## src/rtl/dmem_req_ctrl.sv

```systemverilog
// dmem_req_ctrl: MEM-stage sequencer for the core's single data-memory port.
// Issues LW/LBU/SW/SB over the valid/yumi handshake and holds the pipe stalled until retirement.

// Protocol checks on the request side of the MEM stage.
module dmem_req_ctrl_chk (
  input logic       clk,
  input logic       reset,
  input logic       req_valid_i,
  input logic [1:0] state
);

  // An access in flight must keep its request asserted until it retires.
  a_req_held: assert property (@(posedge clk) disable iff (reset) (state != 2'd0) |-> req_valid_i);

endmodule

module dmem_req_ctrl #(
  parameter int addr_width_p = 32,
  parameter int data_width_p = 32
) (
  input  logic                    clk,
  input  logic                    reset,
  input  logic                    req_valid_i,
  input  logic                    is_load_i,
  input  logic                    is_store_i,
  input  logic                    is_byte_i,
  input  logic [addr_width_p-1:0] addr_i,
  input  logic [data_width_p-1:0] store_data_i,
  output logic [data_width_p+3:0] to_mem_o,
  output logic [addr_width_p-1:0] mem_addr_o,
  input  logic [data_width_p+1:0] from_mem_i,
  output logic                    stall_o,
  output logic [data_width_p-1:0] load_data_o,
  output logic                    load_done_o,
  output logic                    misalign_o,
  output logic [1:0]              state_o
);

  typedef enum logic [1:0] {
    DMEM_IDLE      = 2'd0,
    DMEM_REQ_SENT  = 2'd1,
    DMEM_REQ_ACKED = 2'd2
  } dmem_req_state;

  typedef struct packed {
    logic [data_width_p-1:0] write_data;
    logic                    valid;
    logic                    wen;
    logic                    byte_not_word;
    logic                    yumi;
  } mem_in_s;

  typedef struct packed {
    logic [data_width_p-1:0] read_data;
    logic                    valid;
    logic                    yumi;
  } mem_out_s;

  dmem_req_state           state_r;
  dmem_req_state           state_next_s;
  logic                    st_r;
  logic                    byte_r;
  logic [addr_width_p-1:0] addr_r;
  logic [data_width_p-1:0] wdata_r;

  mem_out_s                from_mem_s;
  mem_in_s                 to_mem_s;

  logic                    idle_s;
  logic                    op_s;
  logic                    misalign_s;
  logic                    issue_s;
  logic                    cur_st_s;
  logic                    cur_byte_s;
  logic [addr_width_p-1:0] cur_addr_s;
  logic [data_width_p-1:0] cur_wdata_s;
  logic                    valid_s;
  logic                    store_done_s;
  logic                    load_done_s;
  logic                    ack_s;
  logic                    complete_s;
  logic                    stall_s;

  assign from_mem_s = from_mem_i;
  assign to_mem_o   = to_mem_s;

  // Zero-extended byte from little-endian lane (lane 0 = bits 7:0).
  function automatic logic [data_width_p-1:0] lane_extract(
    input logic [data_width_p-1:0] word,
    input logic [1:0]              lane
  );
    logic [data_width_p-1:0] res;
    res = '0;
    case (lane)
      2'd0:    res[7:0] = word[7:0];
      2'd1:    res[7:0] = word[15:8];
      2'd2:    res[7:0] = word[23:16];
      2'd3:    res[7:0] = word[31:24];
      default: res = '0;
    endcase
    return res;
  endfunction

  // Decode the current access, its completion and the next state.
  always_comb begin
    idle_s       = (state_r == DMEM_IDLE);
    op_s         = req_valid_i & (is_load_i | is_store_i);
    misalign_s   = idle_s & op_s & ~is_byte_i & (addr_i[1:0] != 2'b00);
    issue_s      = idle_s & op_s & ~misalign_s;

    // Once issued, the captured copy drives the port so a dropped request still finishes cleanly.
    if (idle_s) begin
      cur_st_s    = is_store_i;
      cur_byte_s  = is_byte_i;
      cur_addr_s  = addr_i;
      cur_wdata_s = is_byte_i ? {4{store_data_i[7:0]}} : store_data_i;
    end else begin
      cur_st_s    = st_r;
      cur_byte_s  = byte_r;
      cur_addr_s  = addr_r;
      cur_wdata_s = wdata_r;
    end

    valid_s      = issue_s | (state_r == DMEM_REQ_SENT);
    store_done_s = valid_s & cur_st_s & from_mem_s.yumi;
    load_done_s  = ~cur_st_s & from_mem_s.valid &
                   ((valid_s & from_mem_s.yumi) | (state_r == DMEM_REQ_ACKED));
    ack_s        = valid_s & ~cur_st_s & from_mem_s.yumi & ~from_mem_s.valid;
    complete_s   = store_done_s | load_done_s;
    stall_s      = req_valid_i & (op_s | ~idle_s) & ~complete_s & ~misalign_s;

    state_next_s = DMEM_IDLE;
    case (state_r)
      DMEM_IDLE: begin
        if (issue_s & ~complete_s) begin
          state_next_s = ack_s ? DMEM_REQ_ACKED : DMEM_REQ_SENT;
        end else begin
          state_next_s = DMEM_IDLE;
        end
      end
      DMEM_REQ_SENT: begin
        if (complete_s) begin
          state_next_s = DMEM_IDLE;
        end else if (ack_s) begin
          state_next_s = DMEM_REQ_ACKED;
        end else begin
          state_next_s = DMEM_REQ_SENT;
        end
      end
      DMEM_REQ_ACKED: begin
        if (load_done_s) begin
          state_next_s = DMEM_IDLE;
        end else begin
          state_next_s = DMEM_REQ_ACKED;
        end
      end
      default: state_next_s = DMEM_IDLE;
    endcase
  end

  // Drive the memory port and pipeline controls; everything stays at zero through reset.
  always_comb begin
    to_mem_s    = '0;
    mem_addr_o  = '0;
    stall_o     = 1'b0;
    load_data_o = '0;
    load_done_o = 1'b0;
    misalign_o  = 1'b0;
    state_o     = 2'd0;
    if (reset) begin
      to_mem_s = '0;
    end else begin
      to_mem_s.valid = valid_s;
      to_mem_s.yumi  = load_done_s;
      if (valid_s) begin
        to_mem_s.write_data    = cur_st_s ? cur_wdata_s : '0;
        to_mem_s.wen           = cur_st_s;
        to_mem_s.byte_not_word = cur_byte_s;
        mem_addr_o             = cur_addr_s;
      end else begin
        mem_addr_o = '0;
      end
      if (load_done_s) begin
        load_data_o = cur_byte_s ? lane_extract(from_mem_s.read_data, cur_addr_s[1:0])
                                 : from_mem_s.read_data;
      end else begin
        load_data_o = '0;
      end
      stall_o     = stall_s;
      load_done_o = load_done_s;
      misalign_o  = misalign_s;
      state_o     = state_r;
    end
  end

  // State register and the request fields captured at issue.
  always_ff @(posedge clk) begin
    if (reset) begin
      state_r <= DMEM_IDLE;
      st_r    <= 1'b0;
      byte_r  <= 1'b0;
      addr_r  <= '0;
      wdata_r <= '0;
    end else begin
      state_r <= state_next_s;
      if (issue_s) begin
        st_r    <= cur_st_s;
        byte_r  <= cur_byte_s;
        addr_r  <= cur_addr_s;
        wdata_r <= cur_wdata_s;
      end else begin
        st_r    <= st_r;
        byte_r  <= byte_r;
        addr_r  <= addr_r;
        wdata_r <= wdata_r;
      end
    end
  end

  dmem_req_ctrl_chk u_chk (
    .clk         (clk),
    .reset       (reset),
    .req_valid_i (req_valid_i),
    .state       (state_r)
  );

endmodule

```

## config.mk

```make
export PLATFORM = sky130hd
export DESIGN_NAME = dmem_req_ctrl
export DESIGN_NICKNAME = d
export VERILOG_FILES = /design/src/rtl/dmem_req_ctrl.sv
export SDC_FILE = /design/constraint.sdc
export NUM_CORES = 1
export LEC_CHECK = 0
export BUFFER_PORTS_ARGS = -buffer_cell sky130_fd_sc_hd__buf_2
export CAP_MARGIN = 25
export CORE_MARGIN = 2
export CORE_UTILIZATION = 45
export DETAILED_ROUTE_END_ITERATION = 10
export GPL_TIMING_DRIVEN = 0
export MAX_ROUTING_LAYER = met4
export PLACE_DENSITY = 0.79
export SYNTH_ARGS = -nofsm -noshare
export SYNTH_HDL_FRONTEND = slang
export SYNTH_SLANG_ARGS = --single-unit
```

## constraint.sdc

```tcl
create_clock -name clk -period 1.9 [get_ports clk]
set_input_delay 0.095 -clock clk [delete_from_list [all_inputs] [get_ports clk]]
set_output_delay 0.095 -clock clk [all_outputs]
set_load 0.01 [all_outputs]
```

==> results by group <==
Run status
  – Failing checks: setup timing
  – Status: finished with violations

Worst setup path
  – R2R Path End: st_r
  – Critical Path End: load_data_o[7]
  – CP Launch Point: state_r[0]
  – Crit path kind: reg -> out
  – Crit path required time: about 1.8 ns
  – FF-to-FF setup slack: around 0.14 ns
  – Worst Setup End Kind: output pin
  – Startpoint types: flip-flop
  – CP Max Fanout: 5
  – Critical Path AT: between 2 and 2.5 ns
  – Worst Reg-to-Reg Cells: 6
  – Reg2reg start: state_r[1]

Route
  – DR iter-0 viols: approximately 330
  – Via-to-Cell Ratio: ~5.5
  – DR pass1 iterations: 5
  – WL/cell: 16.70 um
  – Total routed wirelength: between 15 and 20 mm
  – Via Count: 5278
  – ANT nets after route: 0
  – DRC: 0

STA
  – Max Freq: approximately 0.45 GHz
  – Final setup viols: approximately 100
  – Final min period: 2.222 ns
  – RSZ-0062 raised after global routing: true
  – Max Clock Skew: 0.006584 ns
  – Period utilisation layout: 116.9%
  – Total Neg Setup Slack: -23.58 ns
  – Post-layout worst setup margin: -0.3218 ns
  – Slew @ Worst Pin: roughly 0.75 ns
  – Fin. Hold Viols: 0
  – WHS: 0.002261 ns
  – Relative slew margins: 50.09%
  – Slew Viols, Final: 0

Synth
  – Asr flop ratio synth: 0%
  – Area share of the largest cell type after synthesis: between 30% and 40%
  – Cell with the most instances after synthesis: nand2_1
  – Synth Instances: 595
  – Simple-gate portion of the synthesized area: ~27%
  – Post-synthesis mux area share: a little under 8%
  – Ys flop type: dfxtp_1
  – Synth Net Count: between 600 and 700
  – Top cells by area, synth: dfxtp_1, nand2_1, a211oi_1
  – Post-Synth XOR/XNOR Area: 0%
  – Number of synthesized flops with an enable pin: 0
  – Sequential fraction of the synthesis area: between 30% and 40%
  – Top cells by count, synth: nand2_1, a21oi_1, dfxtp_1
  – Syn avg cell area: 6.975 sq um
  – Distinct cells, synth: 42
  – Synth warn: 0
  – Synth Register Bits: between 60 and 70
  – Synth Area in Compound Gates: roughly a quarter
  – Cell Area, Synth: 4150 sq um
  – Post-Synth Adder-Cell Area: 0%
  – Area leader, netlist: dfxtp_1
  – Largest family of logic cells by synthesized area: simple AND/OR/NAND/NOR gates

GRT
  – First-pass GRT wire length: ~24 mm
  – Largest net degree at the start of global routing: 11
  – Gr ovfl total: 0
  – Vias in the first global route: between 5000 and 6000
  – Overall global routing resource usage: 31.27%
  – Antenna violations before repair: 0

Worst hold path
  – Hold path cells: 3
  – Hold WC Path Type: in -> reg
  – Min-Delay Startpoint: addr_i[10]

Clocking
  – TritonCTS buffer count: 9
  – CTS sink count: 68
  – Clock tree buffer depth: 2
  – CTS HTree Levels: 3
  – CTS tree: yes
  – CTS clk-pin slew, worst paths: 0.07 ns
  – Clock latency on the worst-skew pair: 0.34 ns
  – Clock root buffer: clkbuf_8

Placement
  – GP Congestion: ~0.93
  – I/O Buffers: 206
  – Placed cell count: 912
  – Post-DP HPWL: around 11 mm
  – Post-Place Worst Slack: -0.3691 ns

Floorplan
  – Row cnt: 35
  – Die Ht: between 100 and 150 um
  – Initial Util: around 46%
  – Io pins: roughly 210
  – Die Wd: around 100 um
  – Core ar.: between 9000 and 10000 sq um
  – Die area: 10010 sq um

Pwr
  – P_leak: around 3 nW
  – Maximum vdd drop: 442.9 uV
  – Power per cell area: about 600 nW/um^2

Final layout
  – Final Non-Filler Cells: roughly 960
  – Syn-to-layout area delta: 47.78%
  – Antenna diode count: 0
  – Share of cells above drive strength 1: 37.66%
  – Final net count: between 900 and 1000

Flow run
  – Maxcap violations: 0
## power breakdown
group	total, mW	switching, mW	internal, mW	leakage [nW]
clock network	1.07	0.539	0.535	0.0893
logic	0.998	0.576	0.422	2.36
registers	1.57	0.0544	1.52	0.559
## cell type report
cell class              instances  area, sq um
inverters                       8        30.03
clock inverters                 2        10.01
repair buffers                239         1370
plain buffers                  53        341.6
well taps                     111        138.9
multi-input cells             464         2715
flip-flops and latches         68         1369
fillers                       773         2975
clock buffers                  13        158.9
## cell usage in the layout (no fill, tap or decap), types with 8 or more instances in the layout
master	Yosys	final
buf_6	1	22
clkbuf_8	0	11
and2_1	25	24
dfxtp_1	68	66
a211oi_1	60	50
a211oi_2	0	10
buf_2	17	214
mux2i_1	31	31
clkbuf_2	0	11
a21oi_1	78	78
dlygate4sd3_1	0	8
nand2_1	156	155
buf_4	1	15
nor2_1	63	61
clkbuf_1	26	14
## metal layers
metal	vias to the layer above	track usage (%)	part of all wire, %
met1	2476	36.67	41
met2	226	55.20	51
met3	35	3.552	5.6
met4	0	11.49	3.1
met5	-	-	0
li1	2541	-	-
## how the worst min path moves through the flow
| stage | end | slack (ns) |
|---|---|---|
| after global routing | addr_r[15] | -0.0008 |
| after CTS | addr_r[25] | 0.0004 |
| after global placement | state_r[0] | 0.33 |
| after detailed placement | state_r[0] | 0.33 |
| after floorplan | state_r[0] | 0.17 |
| final | addr_r[10] | 0.002 |
## flip-flops by register name (all words and copies together), names as in the netlist
signal and count:
wdata_r 32, byte_r 1, st_r 1, state_r 2, addr_r 32
## cells by family after synthesis
logic type / after synthesis
DFF: 68
buffers and inverters: 63
AOI/OAI and AO/OA: 168
and+or+nand+nor: 264
muxes: 32
## worst max-delay path, stage by stage, from the launching register on
cell      delay, ns
dfxtp_4        0.36
or3b_4         0.42
a221oi_4       0.34
buf_4          0.17
o32ai_2        0.08
a211oi_2       0.22
buf_2          0.18
## timing repair
action,4_1_cts,5_1_grt
cloned,6,2
hold buffers,8,0
endpoints found under the setup margin,123,123
setup buffers,14,3
resized for setup,85,31
endpoints found under the hold margin,8,0
pin swaps,15,6
## stage by stage
| step | util (%) | instance area, sq um | power (mW) |
|---|---|---|---|
| floorplan | - | 4150 | 2.087 |
| global placement | 58.41 | 5320 | 2.392 |
| detailed placement | 58.41 | 5320 | 2.419 |
| CTS | 65.82 | 5996 | 3.582 |
| global route | 67.34 | 6133 | 3.808 |
| finish | 67.34 | 6133 | 3.642 |
Power figures use the tool's default switching activity.
